<file path="src/rtl/rapcla_pkg.sv">
// Shared types and default parameters for the reconfigurable approximate-adder controller.
package rapcla_pkg;

    localparam int unsigned SIZE_DEF       = 16;
    localparam int unsigned GROUPSIZE_DEF  = 8;
    localparam int unsigned EVAL_LEN_DEF   = 16;
    localparam int unsigned ERR_THRESH_DEF = 2;

    typedef enum logic [1:0] {
        S_EXACT  = 2'd0,
        S_MIXED  = 2'd1,
        S_APPROX = 2'd2
    } rapcla_state_e;

endpackage

</file>
<file path="src/rtl/rapcla_level_fsm.sv">
// Evaluation-window bookkeeping: counts samples and mismatches, then raises or lowers
// the approximation level at the end of each window.
module rapcla_level_fsm
    import rapcla_pkg::*;
#(
    parameter int unsigned NG         = SIZE_DEF / GROUPSIZE_DEF,
    parameter int unsigned EVAL_LEN   = EVAL_LEN_DEF,
    parameter int unsigned ERR_THRESH = ERR_THRESH_DEF,
    localparam int unsigned LW        = $clog2(NG + 1)
) (
    input  logic          clk,
    input  logic          rst_n,
    input  logic          xfer_i,
    input  logic          err_i,
    output logic [LW-1:0] level_o,
    output rapcla_state_e state_o
);

    localparam int unsigned WW = $clog2(EVAL_LEN + 1);
    localparam int unsigned MW = $clog2(ERR_THRESH + 2);

    localparam logic [WW-1:0] WIN_LAST = WW'(EVAL_LEN - 1);
    localparam logic [MW-1:0] MIS_SAT  = MW'(ERR_THRESH + 1);
    localparam logic [MW-1:0] MIS_THR  = MW'(ERR_THRESH);
    localparam logic [LW-1:0] LVL_MAX  = LW'(NG);

    logic [LW-1:0] level_q, level_d;
    logic [WW-1:0] win_q, win_d;
    logic [MW-1:0] mis_q, mis_d;
    logic [MW-1:0] mis_inc;
    rapcla_state_e state_q, state_d;

    always_comb begin
        level_d = level_q;
        win_d   = win_q;
        mis_d   = mis_q;
        mis_inc = mis_q;
        state_d = state_q;

        if (xfer_i) begin
            // The decision must include the sample completing the window.
            if (err_i && (mis_q != MIS_SAT)) begin
                mis_inc = mis_q + MW'(1);
            end
            if (win_q == WIN_LAST) begin
                win_d = '0;
                mis_d = '0;
                if (mis_inc > MIS_THR) begin
                    if (level_q != '0) begin
                        level_d = level_q - LW'(1);
                    end
                end else if (mis_inc == '0) begin
                    if (level_q != LVL_MAX) begin
                        level_d = level_q + LW'(1);
                    end
                end
            end else begin
                win_d = win_q + WW'(1);
                mis_d = mis_inc;
            end
        end

        if (level_d == '0) begin
            state_d = S_EXACT;
        end else if (level_d == LVL_MAX) begin
            state_d = S_APPROX;
        end else begin
            state_d = S_MIXED;
        end
    end

    always_ff @(posedge clk or negedge rst_n) begin
        if (!rst_n) begin
            level_q <= '0;
            win_q   <= '0;
            mis_q   <= '0;
            state_q <= S_EXACT;
        end else begin
            level_q <= level_d;
            win_q   <= win_d;
            mis_q   <= mis_d;
            state_q <= state_d;
        end
    end

    assign level_o = level_q;
    assign state_o = state_q;

endmodule

</file>
<file path="src/rtl/rapcla_recon_ctrl.sv">
// Two-stage operand/result pipeline around an external approximate adder with adaptive
// per-group approximation. Optional err_total counter enabled by RAPCLA_ERR_TOTAL_EN.
module rapcla_recon_ctrl
    import rapcla_pkg::*;
#(
    parameter int unsigned SIZE       = SIZE_DEF,
    parameter int unsigned GROUPSIZE  = GROUPSIZE_DEF,
    parameter int unsigned EVAL_LEN   = EVAL_LEN_DEF,
    parameter int unsigned ERR_THRESH = ERR_THRESH_DEF,
    localparam int unsigned NG        = SIZE / GROUPSIZE,
    localparam int unsigned LW        = $clog2(NG + 1)
) (
    input  logic            clk,
    input  logic            rst_n,
    input  logic            in_valid_i,
    output logic            in_ready_o,
    input  logic [SIZE-1:0] in_a_i,
    input  logic [SIZE-1:0] in_b_i,
    input  logic            in_cin_i,
    output logic [SIZE-1:0] add_a_o,
    output logic [SIZE-1:0] add_b_o,
    output logic            add_cin_o,
    output logic [NG-1:0]   add_recon_o,
    input  logic [SIZE-1:0] add_sum_i,
    input  logic            add_cout_i,
    output logic            out_valid_o,
    input  logic            out_ready_i,
    output logic [SIZE-1:0] out_sum_o,
    output logic            out_cout_o,
    output logic            out_err_o,
`ifdef RAPCLA_ERR_TOTAL_EN
    output logic [15:0]     err_total_o,
`endif
    output logic [LW-1:0]   level_o
);

    logic            s1_valid_q, s1_valid_d;
    logic [SIZE-1:0] a_q, a_d, b_q, b_d;
    logic            cin_q, cin_d;
    logic            s2_valid_q, s2_valid_d;
    logic [SIZE-1:0] sum_q, sum_d;
    logic            cout_q, cout_d;
    logic            err_q, err_d;

    logic            s1_xfer;
    logic            accept;
    logic [SIZE:0]   exact_sum;
    logic            sample_err;
    logic [LW-1:0]   level;
    rapcla_state_e   state;

    assign s1_xfer    = s1_valid_q && (!s2_valid_q || out_ready_i);
    assign in_ready_o = !s1_valid_q || s1_xfer;
    assign accept     = in_valid_i && in_ready_o;

    assign exact_sum  = {1'b0, a_q} + {1'b0, b_q} + {{SIZE{1'b0}}, cin_q};
    assign sample_err = exact_sum != {add_cout_i, add_sum_i};

    always_comb begin
        s1_valid_d = s1_valid_q;
        a_d        = a_q;
        b_d        = b_q;
        cin_d      = cin_q;
        s2_valid_d = s2_valid_q;
        sum_d      = sum_q;
        cout_d     = cout_q;
        err_d      = err_q;

        if (s1_xfer) begin
            s1_valid_d = 1'b0;
        end
        if (accept) begin
            s1_valid_d = 1'b1;
            a_d        = in_a_i;
            b_d        = in_b_i;
            cin_d      = in_cin_i;
        end

        if (s1_xfer) begin
            s2_valid_d = 1'b1;
            sum_d      = add_sum_i;
            cout_d     = add_cout_i;
            err_d      = sample_err;
        end else if (out_ready_i) begin
            s2_valid_d = 1'b0;
        end
    end

    always_ff @(posedge clk or negedge rst_n) begin
        if (!rst_n) begin
            s1_valid_q <= 1'b0;
            a_q        <= '0;
            b_q        <= '0;
            cin_q      <= 1'b0;
            s2_valid_q <= 1'b0;
            sum_q      <= '0;
            cout_q     <= 1'b0;
            err_q      <= 1'b0;
        end else begin
            s1_valid_q <= s1_valid_d;
            a_q        <= a_d;
            b_q        <= b_d;
            cin_q      <= cin_d;
            s2_valid_q <= s2_valid_d;
            sum_q      <= sum_d;
            cout_q     <= cout_d;
            err_q      <= err_d;
        end
    end

    rapcla_level_fsm #(
        .NG         (NG),
        .EVAL_LEN   (EVAL_LEN),
        .ERR_THRESH (ERR_THRESH)
    ) u_level_fsm (
        .clk     (clk),
        .rst_n   (rst_n),
        .xfer_i  (s1_xfer),
        .err_i   (sample_err),
        .level_o (level),
        .state_o (state)
    );

    // Recon is derived from the registered level, so a new level only reaches the adder
    // after the window-closing edge.
    always_comb begin
        add_recon_o = '0;
        case (state)
            S_EXACT:  add_recon_o = '0;
            S_APPROX: add_recon_o = '1;
            default: begin
                for (int g = 0; g < NG; g++) begin
                    add_recon_o[g] = LW'(g) < level;
                end
            end
        endcase
    end

`ifdef RAPCLA_ERR_TOTAL_EN
    logic [15:0] err_total_q, err_total_d;

    always_comb begin
        err_total_d = err_total_q;
        if (s1_xfer && sample_err && (err_total_q != 16'hFFFF)) begin
            err_total_d = err_total_q + 16'd1;
        end
    end

    always_ff @(posedge clk or negedge rst_n) begin
        if (!rst_n) begin
            err_total_q <= '0;
        end else begin
            err_total_q <= err_total_d;
        end
    end

    assign err_total_o = err_total_q;
`endif

    assign add_a_o     = a_q;
    assign add_b_o     = b_q;
    assign add_cin_o   = cin_q;
    assign out_valid_o = s2_valid_q;
    assign out_sum_o   = sum_q;
    assign out_cout_o  = cout_q;
    assign out_err_o   = err_q;
    assign level_o     = level;

endmodule

</file>
<file path="config.mk">
export PLATFORM = sky130hd
export DESIGN_NAME = rapcla_recon_ctrl
export DESIGN_NICKNAME = d
export VERILOG_FILES = /design/src/rtl/rapcla_pkg.sv /design/src/rtl/rapcla_level_fsm.sv /design/src/rtl/rapcla_recon_ctrl.sv
export SDC_FILE = /design/constraint.sdc
export NUM_CORES = 1
export LEC_CHECK = 0
export CORE_MARGIN = 4
export CORE_UTILIZATION = 30
export CTS_BUF_LIST = sky130_fd_sc_hd__clkbuf_2
export CTS_CLUSTER_SIZE = 8
export DETAILED_ROUTE_END_ITERATION = 16
export MAX_ROUTING_LAYER = met4
export SYNTH_ARGS = -nofsm -noshare
export SYNTH_HDL_FRONTEND = slang
export SYNTH_SLANG_ARGS = --single-unit
</file>
<file path="constraint.sdc">
create_clock -name clk -period 4.82 [get_ports clk]
set_clock_uncertainty 0.1 [all_clocks]
set_input_delay 0.723 -clock clk [delete_from_list [all_inputs] [get_ports clk]]
set_output_delay 0.723 -clock clk [all_outputs]
set_load 0.005 [all_outputs]
</file>
==> results.cfg <==
[outcome]
status = finished clean

[floorplanning]
dieArea_sq_um = 14800
initial_core_util = 0.3071
die_h_um = 121.7
design.core.area_sq_um = 12620
io_pins = 111
rows = 41
die_w_um = 121.7

[run]
cap_viol_max_count = 0

[sta]
worst_hold_slack_ns = 0.2003
min_period_over_period = 0.8661
rsz0062_at_grt = no
drv_slew = 0
clock.fmax_mhz = 239.5
fin_tns_setup_ns = 0
finalWorstPathRequiredPeriod_ns = 4.175
worstMarginPinSlew_ns = 0.8462
hold_violations = 0
setup_viol = 0
slew_headroom = 0.4345
fin_ws_ns = 0.6453

[finish]
regArea_sq_um = 1577
final_common_cell = clkdlybuf4s50_1
stdcell_count = 668
diodes = 0
nFillCells = 1275
multi_input_area_sq_um = 2206
final_cell_mix = clkdlybuf4s50_1 (109), nand2_1 (77), dfrtp_1 (63), mux2_2 (34), ha_1 (22)
final_core_util = 0.4190
drive_gt1_frac = 0.1472
layout.nets = 569
postLayoutCellArea_sq_um = 5288
syn_to_final_growth_pct = 36.45

[drt]
initialDrtViolationCount = 200
totalWireLength_um = 10740
num_vias = 3262
wire_per_inst_um = 16.07
postRouteAntennaNets = 0
first_pass_iters = 4
drt-vias-per-instance = 4.883
drc = 0

[logic_synthesis]
yosysSeqAreaShare = 0.4068
synth_top_area_frac = 0.4068
synth.largest_area_cell = dfrtp_1
yosysWarnings = 0
ys_seq_elements = 63
synth_fp_nets = 458
synth_ff_type = dfrtp_1
yosysUniqueCellTypes = 72
ys_top_cells_by_area = dfrtp_1 (41%), mux2_2 (9.9%), nand2_1 (7.5%), ha_1 (7.1%), xnor2_1 (2.7%)
post_synth.cell_area_avg_sq_um = 10.20
ys_async_sr_fraction = 1.000
synth-edff-count = 0
synth.cell_area_sq_um = 3875
synthCells = 380

[setup_path]
cp_max_fo = 5
required_ns = 5.18
cp-end-kind = flop
crit_path_start_kind = flop
reg2reg_slack_ns = 0.65
arrival_ns = 4.54
crit_type = reg2reg

[power]
p_sw_frac = 0.3797
clock_power_share = 0.185
power.switching_mw = 0.7964
combPwrFrac = 0.475
p_total_mw = 2.097
intPower_mw = 1.301
peakVddDrop_mv = 0.1730
p_leak_nw = 2.234
powerDensity_nw_per_um2 = 396.7
seq_power_share = 0.339

[placement]
gp_congestion = 0.9288
dp.cells = 652
detailed_place.area_sq_um = 5146
io_buffers = 110
post-place-ws_ns = 0.6624
dp_hpwl_um = 8338

[clock_network]
cts.repair.resized = 0
numCtsBuffers = 9
tritoncts = built
hold_buffers = 0
htree_levels = 3
post_cts_buffers = 0
cts_root_buf = clkbuf_2
cts_buffer_depth = 2
path_clk_slew_ns = 0.21
cts_sinks = 63
worstSkewPairLatency_ns = 0.56

[global_routing]
antenna_found_initial = 0
grt_max_degree = 64
overflow = 0
grt_pass1_vias = 3489
grt_pass1_wl_um = 17730
gr-usage-all-layers = 0.1579

[hold_path]
hold_path.class = in2async
==> final timing paths <==
| check | cells past startpoint | to | from |
|---|---|---|---|
| worst min register to register | 2 | out_sum_o[12] | out_sum_o[12] |
| worst max register to register | 12 | u_level_fsm.level_o[0] | add_a_o[0] |
| worst max-delay path | 12 | u_level_fsm.level_o[0] | add_a_o[0] |
| max in group asynchronous | 2 | add_b_o[9] | rst_n |
| worst min-delay path | 2 | out_valid_o | rst_n |
| min in group clk | 2 | out_sum_o[12] | out_sum_o[12] |
==> logic make-up (layout without fill, tap and decap cells) <==
logic type,count (synthesis),after routing,synth area share
AO/OA/AOI/OAI,75,75,0.1505
XOR/XNOR,21,21,0.05425
adder cells (fa/ha/maj),24,24,0.08137
buffers and inverters,21,137,0.02389
flip-flops,63,63,0.4068
multiplexers,36,36,0.1053
AND/OR/NAND/NOR,140,140,0.1779
==> power by group through the flow <==
stage / Combinational, mW / Sequential (mW) / Clock (mW)
floorplan: 0.628 / 0.711 / 0
global placement: 1.01 / 0.718 / 0
detailed placement: 1.00 / 0.723 / 0
CTS: 1.01 / 0.712 / 0.407
global route: 1.10 / 0.729 / 0.435
finish: 0.997 / 0.712 / 0.388
==> routing by layer <==
layer | vias up | share of wire | track usage
met4 | 0 | 0.019 | 0.05812
met3 | 14 | 0.041 | 0.03714
met1 | 1583 | 0.47 | 0.2044
met5 | - | 0 | -
met2 | 81 | 0.47 | 0.2418
li1 | 1584 | - | -
==> worst max-delay path, stage by stage (launching register included) <==
cell,delay (ns)
dfrtp_1,0.46
fa_1,0.50
fa_1,0.52
xnor2_1,0.12
o211ai_1,0.11
or4_1,0.52
nor4_1,0.21
and3_1,0.20
nand4_2,0.15
o31ai_4,0.33
mux2_4,0.35
or3_1,0.32
and3_1,0.18
==> synthesized netlist by cell type, drive strengths merged, types with 8 or more instances <==
cell,n
xnor2,14
nor3,9
dfrtp,63
a21oi,12
mux2,35
nor2,8
o21ai,15
nand2,77
ha,22
inv,8
==> state kept, by name (all words and copies together), names as in the netlist <==
signal,cells
s1_valid_q,1
add_a_o,16
add_b_o,16
out_valid_o,1
out_err_o,1
u_level_fsm.win_q,5
out_sum_o,16
u_level_fsm.state_o,1
out_cout_o,1
add_cin_o,1
u_level_fsm.level_o,2
u_level_fsm.mis_q,2
==> final cells by class <==
| type | count | share of cell area |
|---|---|---|
| Multi-Input combinational cell | 296 | 0.4172 |
| Inverter | 8 | 0.005679 |
| Tap cell | 172 | 0.04070 |
| Clock buffer | 9 | 0.008519 |
| Clock inverter | 7 | 0.01822 |
| Sequential cell | 63 | 0.2982 |
| Timing Repair Buffer | 113 | 0.2115 |
(Power assumes the default switching activity.)
